`config.mk`:
```
export PLATFORM = sky130hd
export DESIGN_NAME = ascon_blk_rx
export DESIGN_NICKNAME = d
export VERILOG_FILES = /design/src/rtl/ascon_pkg.sv /design/src/rtl/ascon_sync_fifo.sv /design/src/rtl/ascon_blk_rx.sv
export SDC_FILE = /design/constraint.sdc
export NUM_CORES = 1
export LEC_CHECK = 0
export BUFFER_PORTS_ARGS = -buffer_cell sky130_fd_sc_hd__buf_4
export CELL_PAD_IN_SITES_DETAIL_PLACEMENT = 1
export CELL_PAD_IN_SITES_GLOBAL_PLACEMENT = 1
export CORE_ASPECT_RATIO = 0.75
export CORE_MARGIN = 10
export CORE_UTILIZATION = 44
export DETAILED_ROUTE_END_ITERATION = 7
export PLACE_DENSITY = 0.81
export SETUP_SLACK_MARGIN = 0.1
export SLEW_MARGIN = 10
export SYNTH_ARGS = -nofsm -noshare
export SYNTH_HDL_FRONTEND = slang
export SYNTH_SLANG_ARGS = --single-unit
```
`constraint.sdc`:
```
create_clock -name clk -period 8.35 [get_ports clk]
set_clock_uncertainty 0.2 [all_clocks]
set_input_delay 1.2525 -clock clk [delete_from_list [all_inputs] [get_ports clk]]
set_output_delay 1.2525 -clock clk [all_outputs]
set_load 0.05 [all_outputs]
```
`src/rtl/ascon_pkg.sv`:
```
// Shared definitions for the Ascon host block receiver.
//   ASCON_W        : block width in bits
//   phase_t        : message phase seen by the host-side receiver
//   TAG_*_OFS      : tag bit offsets above the data field of an input FIFO
//                    entry laid out as {last, is_text, data}
//   RES_LAST_OFS   : tag bit offset above the data field of an output FIFO
//                    entry laid out as {last, data}
package ascon_pkg;

    localparam int ASCON_W      = 128;

    localparam int TAG_TEXT_OFS = 0;
    localparam int TAG_LAST_OFS = 1;
    localparam int RES_LAST_OFS = 0;

    typedef enum logic [1:0] {
        PH_IDLE  = 2'd0,
        PH_AD    = 2'd1,
        PH_TEXT  = 2'd2,
        PH_DRAIN = 2'd3
    } phase_t;

endpackage

```
`src/rtl/ascon_sync_fifo.sv`:
```
// Synchronous FIFO with extra-MSB pointers.
//   clk, rstn     : clock, asynchronous active-low reset
//   push, wdata   : write request and data (dropped when full unless popping)
//   pop           : read request, advances the head (ignored when empty)
//   rdata         : head entry, combinational
//   full, empty   : occupancy flags
// DEPTH must be a power of two, at least 2.
module ascon_sync_fifo #(
    parameter int WIDTH = 8,
    parameter int DEPTH = 2
) (
    input  logic             clk,
    input  logic             rstn,
    input  logic             push,
    input  logic             pop,
    input  logic [WIDTH-1:0] wdata,
    output logic [WIDTH-1:0] rdata,
    output logic             full,
    output logic             empty
);

    localparam int AW = $clog2(DEPTH);

    logic [AW:0]      wr_ptr_r;
    logic [AW:0]      rd_ptr_r;
    logic [WIDTH-1:0] mem_r [DEPTH];
    logic             wr_en_s;
    logic             rd_en_s;

    // Pointers wrap modulo 2*DEPTH; the extra MSB separates full from empty.
    assign full    = (wr_ptr_r[AW] != rd_ptr_r[AW]) &&
                     (wr_ptr_r[AW-1:0] == rd_ptr_r[AW-1:0]);
    assign empty   = (wr_ptr_r == rd_ptr_r);
    assign rd_en_s = pop & ~empty;
    // A push into a full FIFO is fine when the head leaves in the same cycle.
    assign wr_en_s = push & (~full | rd_en_s);
    assign rdata   = mem_r[rd_ptr_r[AW-1:0]];

    // Pointer registers.
    always_ff @(posedge clk or negedge rstn) begin
        if (!rstn) begin
            wr_ptr_r <= {(AW+1){1'b0}};
            rd_ptr_r <= {(AW+1){1'b0}};
        end else begin
            if (wr_en_s) begin
                wr_ptr_r <= wr_ptr_r + {{AW{1'b0}}, 1'b1};
            end
            if (rd_en_s) begin
                rd_ptr_r <= rd_ptr_r + {{AW{1'b0}}, 1'b1};
            end
        end
    end

    // Storage array; contents are don't-care until written.
    always_ff @(posedge clk) begin
        if (wr_en_s) begin
            mem_r[wr_ptr_r[AW-1:0]] <= wdata;
        end
    end

endmodule

```
`src/rtl/ascon_blk_rx.sv`:
```
// Core-side responder for the Ascon host block interface.
//   Host input : start, Din/dinReq/sel_data/last_block -> dinAck (four-phase)
//   Host output: Dout/doReq <- doAck
//   Status     : busy, finished (one-cycle pulse), proto_err (sticky)
//   Engine in  : blk_data/blk_is_text/blk_last/blk_valid <- blk_ready
//   Engine out : res_data/res_last/res_valid -> res_ready
// Host blocks are tagged and queued in the input FIFO; engine results are
// queued in the output FIFO and handed back to the host.
module ascon_blk_rx
    import ascon_pkg::*;
#(
    parameter int W         = ASCON_W,
    parameter int IN_DEPTH  = 2,
    parameter int OUT_DEPTH = 2
) (
    input  logic         clk,
    input  logic         rstn,
    input  logic         start,
    input  logic [W-1:0] Din,
    input  logic         dinReq,
    input  logic         sel_data,
    input  logic         last_block,
    output logic         dinAck,
    output logic [W-1:0] Dout,
    output logic         doReq,
    input  logic         doAck,
    output logic         busy,
    output logic         finished,
    output logic         proto_err,
    output logic [W-1:0] blk_data,
    output logic         blk_is_text,
    output logic         blk_last,
    output logic         blk_valid,
    input  logic         blk_ready,
    input  logic [W-1:0] res_data,
    input  logic         res_last,
    input  logic         res_valid,
    output logic         res_ready
);

    phase_t       phase_r, phase_nxt_s;
    logic         armed_r, armed_nxt_s;
    logic         din_ack_r;
    logic         busy_r, busy_nxt_s;
    logic         finished_r, finished_nxt_s;
    logic         proto_err_r, proto_err_nxt_s;

    logic         capture_s;
    logic         order_err_s;
    logic         in_pop_s, in_full_s, in_empty_s;
    logic [W+1:0] in_wdata_s, in_rdata_s;
    logic         out_push_s, out_pop_s, out_full_s, out_empty_s;
    logic [W:0]   out_wdata_s, out_rdata_s;
    logic         out_head_last_s;

    // A block is taken only once per dinReq assertion, only while a message
    // is accepting data, and only when the input FIFO has room.
    assign capture_s   = dinReq & armed_r & ~in_full_s &
                         ((phase_r == PH_AD) | (phase_r == PH_TEXT));
    assign order_err_s = capture_s & (phase_r == PH_TEXT) & ~sel_data;

    assign in_wdata_s  = {last_block, sel_data, Din};
    assign in_pop_s    = ~in_empty_s & blk_ready;

    ascon_sync_fifo #(.WIDTH(W+2), .DEPTH(IN_DEPTH)) u_in_fifo (
        .clk   (clk),
        .rstn  (rstn),
        .push  (capture_s),
        .pop   (in_pop_s),
        .wdata (in_wdata_s),
        .rdata (in_rdata_s),
        .full  (in_full_s),
        .empty (in_empty_s)
    );

    assign blk_valid   = ~in_empty_s;
    assign blk_data    = in_rdata_s[W-1:0];
    assign blk_is_text = in_rdata_s[W+TAG_TEXT_OFS];
    assign blk_last    = in_rdata_s[W+TAG_LAST_OFS];

    assign res_ready   = ~out_full_s;
    assign out_push_s  = res_valid & ~out_full_s;
    assign out_wdata_s = {res_last, res_data};
    assign out_pop_s   = ~out_empty_s & doAck;

    ascon_sync_fifo #(.WIDTH(W+1), .DEPTH(OUT_DEPTH)) u_out_fifo (
        .clk   (clk),
        .rstn  (rstn),
        .push  (out_push_s),
        .pop   (out_pop_s),
        .wdata (out_wdata_s),
        .rdata (out_rdata_s),
        .full  (out_full_s),
        .empty (out_empty_s)
    );

    assign doReq           = ~out_empty_s;
    // Stale storage is masked so the host sees zero when nothing is pending.
    assign Dout            = out_empty_s ? {W{1'b0}} : out_rdata_s[W-1:0];
    assign out_head_last_s = out_rdata_s[W+RES_LAST_OFS];

    assign dinAck    = din_ack_r;
    assign busy      = busy_r;
    assign finished  = finished_r;
    assign proto_err = proto_err_r;

    // Phase, handshake and status registers.
    always_ff @(posedge clk or negedge rstn) begin
        if (!rstn) begin
            phase_r     <= PH_IDLE;
            armed_r     <= 1'b1;
            din_ack_r   <= 1'b0;
            busy_r      <= 1'b0;
            finished_r  <= 1'b0;
            proto_err_r <= 1'b0;
        end else begin
            phase_r     <= phase_nxt_s;
            armed_r     <= armed_nxt_s;
            din_ack_r   <= capture_s;
            busy_r      <= busy_nxt_s;
            finished_r  <= finished_nxt_s;
            proto_err_r <= proto_err_nxt_s;
        end
    end

    // Next-state logic for phase, arming and status.
    always_comb begin
        phase_nxt_s     = phase_r;
        busy_nxt_s      = busy_r;
        finished_nxt_s  = 1'b0;
        proto_err_nxt_s = proto_err_r;
        armed_nxt_s     = armed_r;

        // Re-arm only after the host has dropped its request.
        if (capture_s) begin
            armed_nxt_s = 1'b0;
        end else if (!dinReq) begin
            armed_nxt_s = 1'b1;
        end else begin
            armed_nxt_s = armed_r;
        end

        // start from IDLE clears the sticky error; any other start is a
        // violation, as is an AD block arriving after text has begun.
        if (start && (phase_r == PH_IDLE)) begin
            proto_err_nxt_s = 1'b0;
        end else if (start || order_err_s) begin
            proto_err_nxt_s = 1'b1;
        end else begin
            proto_err_nxt_s = proto_err_r;
        end

        case (phase_r)
            PH_IDLE: begin
                if (start) begin
                    phase_nxt_s = PH_AD;
                    busy_nxt_s  = 1'b1;
                end else begin
                    phase_nxt_s = PH_IDLE;
                end
            end
            PH_AD: begin
                // The first text block ends the AD section, which may be empty.
                if (capture_s && sel_data) begin
                    phase_nxt_s = last_block ? PH_DRAIN : PH_TEXT;
                end else begin
                    phase_nxt_s = PH_AD;
                end
            end
            PH_TEXT: begin
                if (capture_s && sel_data && last_block) begin
                    phase_nxt_s = PH_DRAIN;
                end else begin
                    phase_nxt_s = PH_TEXT;
                end
            end
            PH_DRAIN: begin
                if (out_pop_s && out_head_last_s) begin
                    phase_nxt_s    = PH_IDLE;
                    busy_nxt_s     = 1'b0;
                    finished_nxt_s = 1'b1;
                end else begin
                    phase_nxt_s = PH_DRAIN;
                end
            end
            default: begin
                phase_nxt_s = PH_IDLE;
                busy_nxt_s  = 1'b0;
            end
        endcase
    end

endmodule

```
Yosys cells after proc, flatten, opt, wreduce, memory -nomap -nowiden:

Memory sizes are Yosys's and may differ from the RTL's.
Cells that the tools add are included.

* flip-flop bits (word level): 15
* latch bits: 0
* bits in writable memories: 518
* memory bits (read-only): 0
* output and inout bits: 265
* logic and storage cells: 79
* memories: 2

* add/subtract/negate cells: 4
* multiply operators: 0
* div/mod/pow operators: 0
* magnitude comparators: 0
* equal/unequal tests: 12
* shift operators: 0
* mux-type cells: 20
* bitwise logic cells: 20
* reduce and logical (&&, ||, !) cells: 11

Memories
* u_in_fifo.mem_r: depth 2, width 130, read ports 1, clocked after Yosys merged registers in 0, write ports 1, line ascon_sync_fifo.sv:26 `logic [WIDTH-1:0] mem_r [DEPTH];`
* u_out_fifo.mem_r: depth 2, width 129, read ports 1, clocked after Yosys merged registers in 0, write ports 1, line ascon_sync_fifo.sv:26

Operators by type and width (number)
* 2-to-1 mux 128 bit: 1
* 2-to-1 mux 1 bit: 15
* AND 1 bit: 12
* adder 2 x 1 -> 2 bit, second input constant: 4
* one-hot mux 2 bit (4 select lines): 1
* logical AND 1 bit: 6
* NOT 1 bit: 5
* == test 2 bit: 2
* == test 2 bit, second input constant: 2
* 2-to-1 mux 2 bit: 2
* inequality test 2 bit, second input constant: 2
* nonzero test 2 bit: 2
* OR 1 bit: 3
* AND reduction 3 bit: 1
* == test 1 bit: 2
* == test 2 x 1 -> 1 bit, second input constant: 1
* zero test 2 bit: 1
* inequality test 1 bit: 2
* inequality test 2 x 1 -> 1 bit, second input constant: 1
* one-hot mux 1 bit (2 select lines): 1
* logical OR 1 bit: 1

Longest topological paths before layout:

* word-level depth: 10
* mapped depth: 6
* mapped depth without buffers: 6

Hierarchy:

From an unflattened synthesis, not the netlist that was laid out.

* cell total of the unflattened synthesis: 1046
* area, all modules: 20679.8 sq um

By module, submodules not included
* ascon_sync_fifo (u_out_fifo): times used 1, cells each 430, area each 9744.3 sq um, sequential area each 7847.5 sq um
* ascon_sync_fifo (u_in_fifo): times used 1, cells each 433, area each 9613.0 sq um, sequential area each 7907.6 sq um
* ascon_blk_rx: times used 1, cells each 183, area each 1322.5 sq um, sequential area each 176.4 sq um

Least setup slack after synthesis:

OpenSTA, ideal clock, no wires.

* path type: input to register
* start point: input dinReq
* end point: memory u_in_fifo.mem_r[1][0] (netlist bit) (enable)
* setup time: 0.624 ns
* arrival: 6.919 ns
* setup slack: 0.607 ns
* stages on the path: 2
* buffers on the path: 0
* cells stage by stage: o2111ai_2 nor2_1

* cells in the longest elaborated chain, start to end: 6

Ends and longest elaborated chain
* from (decl): line ascon_blk_rx.sv:20 `input logic dinReq,`
* AND 1 bit (3 in a row): line ascon_blk_rx.sv:58 `assign capture_s = dinReq & armed_r & ~in_full_s &`
* AND 1 bit: line ascon_sync_fifo.sv:36 `assign wr_en_s = push & (~full | rd_en_s);`
* 2-to-1 mux 1 bit: line ascon_sync_fifo.sv:56 `if (wr_en_s) begin`
* 2-to-1 mux 1 bit (not written as such): line ascon_sync_fifo.sv:57 `mem_r[wr_ptr_r[AW-1:0]] <= wdata;`
* to (decl): line ascon_sync_fifo.sv:26

No other way between the ends.

Worst setup path in the final report:

* start point: register u_out_fifo.rd_ptr_r[0]
* end point: output Dout[40]

* cells in the longest elaborated chain, start to end: 2

Ends and longest elaborated chain
* from (decl): line ascon_sync_fifo.sv:25 `logic [AW:0] rd_ptr_r;`
* from (signal assigned): line ascon_sync_fifo.sv:43 `rd_ptr_r <= {(AW+1){1'b0}};`
* from (signal assigned): line ascon_sync_fifo.sv:49 `rd_ptr_r <= rd_ptr_r + {{AW{1'b0}}, 1'b1};`
* memory (2 x 129 bit) or == test 2 bit (tied branches)
* 2-to-1 mux 128 bit (*): line ascon_blk_rx.sv:99 `assign Dout = out_empty_s ? {W{1'b0}} : out_rdata_s[W-1:0];`
* to (decl): line ascon_blk_rx.sv:24 `output logic [W-1:0] Dout,`

Every way passes the cells marked *; elsewhere a longest branch is shown, timed or not.

==> impl_metrics.toml <==
[place]
place.detailed.hpwl_um = 41100
port_buffers = 530
gpl.final_weighted_congestion = 0.798

[yosys]
yosysSeqAreaShare_pct = 80.7
syn-instance-count = 1018
synth_enable_flop_cells = 518
synth_top_cell_by_area = "sky130_fd_sc_hd__edfxtp_1"
synth.area.top_cells = "sky130_fd_sc_hd__edfxtp_1 79%, sky130_fd_sc_hd__mux2_2 7.5%, sky130_fd_sc_hd__mux2i_1 6.5%, sky130_fd_sc_hd__nor2_1 2.5%, sky130_fd_sc_hd__dfrtp_1 1.8%"
synth_fp_nets = 1288
synth.top_cells.by_count = "518 x sky130_fd_sc_hd__edfxtp_1, 133 x sky130_fd_sc_hd__nor2_1, 131 x sky130_fd_sc_hd__mux2_2"
number_of_warning_messages_in_the_yosys_log = 0
synth.avg_cell_area_um2 = 19.4
synthArstFlopShare_pct = 2.81
synth_top_area_share_pct = 78.8
synth_ff_type = "sky130_fd_sc_hd__edfxtp_1"
netlist-cell-type-count = 27
synthMostInstantiatedCell = "sky130_fd_sc_hd__edfxtp_1"
synthesis.area_mm2 = 0.0197
synth.ff_latch_count = 533

[worst_setup_path]
worst_endpoint_required_time_ns = 6.90
crit_path_frequent_cell = "sky130_fd_sc_hd__buf_4"
cp_max_fo = 97
critPathCaptureType = "output port"
slowest_stage = "sky130_fd_sc_hd__dfrtp_4"
worstReg2RegStart = "u_out_fifo.rd_ptr_r[0]"
startpoint_class_of_the_critical_path = "flip-flop"
crit_path_cell_chain = "xor2_1, nor2_4, buf_4, nor2_1, buf_4"
crit_type = "reg -> out"
critical_path_buf_inv_count = 2
cp-startpoint = "u_out_fifo.rd_ptr_r[0]"
delay_of_the_slowest_cell_on_the_worst_path_ns = 1.10
worst_path_dominant_cell_family = "buffers and inverters"
timing.critical_path.arrival_ns = 4.07

[die]
floorplan.core_area_mm2 = 0.0445
dieArea_mm2 = 0.0538
die_width_um = 265
placementRows = 67
floorplan.initialDensity_pct = 44.4
die_height_um = 203
num_io_pins = 531

[drt]
vias = 11200
initialDrtViolationCount = 779
met2_wirelength_um = 30100
drtPass1Iterations = 5
maxUsedRoutingLayer = "met5"
post_drt_via_cell_ratio = 5.10
met3_wirelength_um = 5840
final_antenna_net_count = 0
route.detailed.wl_per_inst_um = 26.4
routedLengthMet1_um = 20700
detailed_route_wire_length_um = 58100
residual_drc = 0

[min_path]
worst_hold_startpoint = "armed_r"
worstHoldPathType = "reg -> reg"

[clocking]
postCtsHoldBufs = 0
cts.sink_count = 533
cts_buffers = 51
cts_tree = "yes"
clock_path_buffers = 3
cts_repair_resize_count = 0
ctsHtreeMaxLevel = 2
postCtsSetupRepairBufs = 0
clock_pin_slew_on_the_worst_setup_and_hold_paths_ns = 0.06
worstSkewPairLatency_ns = 0.58
cts_root_buffer = "sky130_fd_sc_hd__clkbuf_16"

[sta]
grt_setup_unrepaired = "false"
finalMaxSlewViolations = 0
hold_viol_final = 0
slew-limit-headroom_pct = 27.6
totalNegativeSetupSlack_ns = 0
max_clock_freq_mhz = 181
post-route-period-util_pct = 66.1
fin_crit_ns = 5.52
worst_pin_slew_ns = 1.09
finalSetupViolCount = 0
hold_ws_ns = 0.280

[cells_and_area]
final_layout_size_suffix_gt1_share_pct = 46.6
area_overhead_of_the_layout_relative_to_synthesis_pct = 31.2
fillerInstances = 4072
layout.nets = 1838

[grt]
total_overflow_reported_by_the_global_router = 0
first_global_vias = 12500
grt_first_pass_wirelength_um = 83200
gr-usage-all-layers_pct = 20.8
antenna_found_initial = 7
largest_net_degree_at_the_start_of_global_routing = 98

[flow_run]
drv.max_cap_violation_count = 0

[run_status]
outcome = "finished, final reports clean"
## cells by family after synthesis
family                     count (synthesis)  share of synthesized area [%]
and+or+nand+nor                          148                           2.91
AOI/OAI and AO/OA                         10                          0.367
DFF                                      533                           80.7
muxes                                    259                           14.0
buffers and inverters                     50                           1.20
xor gates and xnor gates                  14                          0.621
adders and majority gates                  4                          0.253
## worst paths after layout
| path | to | slack, ns | depth (start not counted) |
|---|---|---|---|
| max | Dout[40] | 2.83 | 5 |
| min reg2reg | armed_r | 0.28 | 2 |
| min | armed_r | 0.28 | 2 |
| min in group asynchronous | u_out_fifo.wr_ptr_r[1] | 0.33 | 1 |
| max in group asynchronous | armed_r | 7.37 | 1 |
| max reg2reg | u_out_fifo.mem_r[0][62] | 4.16 | 6 |
## layout by cell type, fill, tap and decap left out, drive strengths merged
cell type / synthesis / final
dfrtp: 14 / 14
xnor2: 9 / 9
edfxtp: 518 / 518
o211ai: 1 / 1
bufinv: 0 / 2
clkinv: 0 / 26
inv: 6 / 7
mux2: 131 / 131
o31a: 1 / 1
nand3b: 1 / 1
o21ai: 3 / 3
o311ai: 1 / 1
a31oi: 2 / 2
clkinvlp: 0 / 1
o2111ai: 1 / 1
ha: 4 / 4
mux2i: 128 / 128
a21oi: 1 / 1
and3: 1 / 1
nor2: 133 / 133
nand2: 8 / 8
nor2b: 1 / 1
buf: 38 / 541
nand3: 2 / 2
diode: 0 / 4
dfstp: 1 / 1
clkbuf: 6 / 60
nor3b: 2 / 2
xor2: 5 / 5
## through the flow
step	cell area [um^2]	setup slack [ns]	utilization, %	cells
2_1_floorplan	19700	0.607	-	1018
6_report	25900	2.83	58.2	2195
4_1_cts	25900	2.76	58.2	2191
5_1_grt	25900	2.51	58.2	2192
3_3_place_gp	24400	3.50	54.7	2101
3_5_place_dp	24400	3.45	54.7	2101
## per-layer routing
layer	track usage (%)	vias to the layer above
met4	6.21	6
met5	0	-
met1	22.2	5703
li1	-	4987
met3	8.63	85
met2	37.2	418
## final cells by class
class | instances | area (um^2) | share of cell area (%)
Inverter | 6 | 22.5 | 0.0869
Sequential cell | 533 | 15900 | 61.5
Multi-Input combinational cell | 435 | 3610 | 13.9
Tap cell | 586 | 733 | 2.83
Clock inverter | 30 | 185 | 0.715
Clock buffer | 60 | 1350 | 5.22
Antenna cell | 4 | 10.0 | 0.0386
Timing Repair Buffer | 541 | 4060 | 15.7
## flip-flops by register name, summed over array words and instances (netlist names)
register,flops
u_in_fifo.mem_r,260
u_out_fifo.mem_r,258
phase_r,2
u_in_fifo.rd_ptr_r,2
u_in_fifo.wr_ptr_r,2
u_out_fifo.rd_ptr_r,2
u_out_fifo.wr_ptr_r,2
armed_r,1
busy,1
dinAck,1
finished,1
proto_err,1
## tightest hold or removal path, cell delays in order (launching register included)
cell                      delay [ns]
sky130_fd_sc_hd__dfstp_2        0.37
sky130_fd_sc_hd__nand2_1        0.05
sky130_fd_sc_hd__nand2_1        0.05
Power is left out: the tool's default activity adds up to more than one toggle a clock period on the data nets, which glitch-free logic cannot reach.
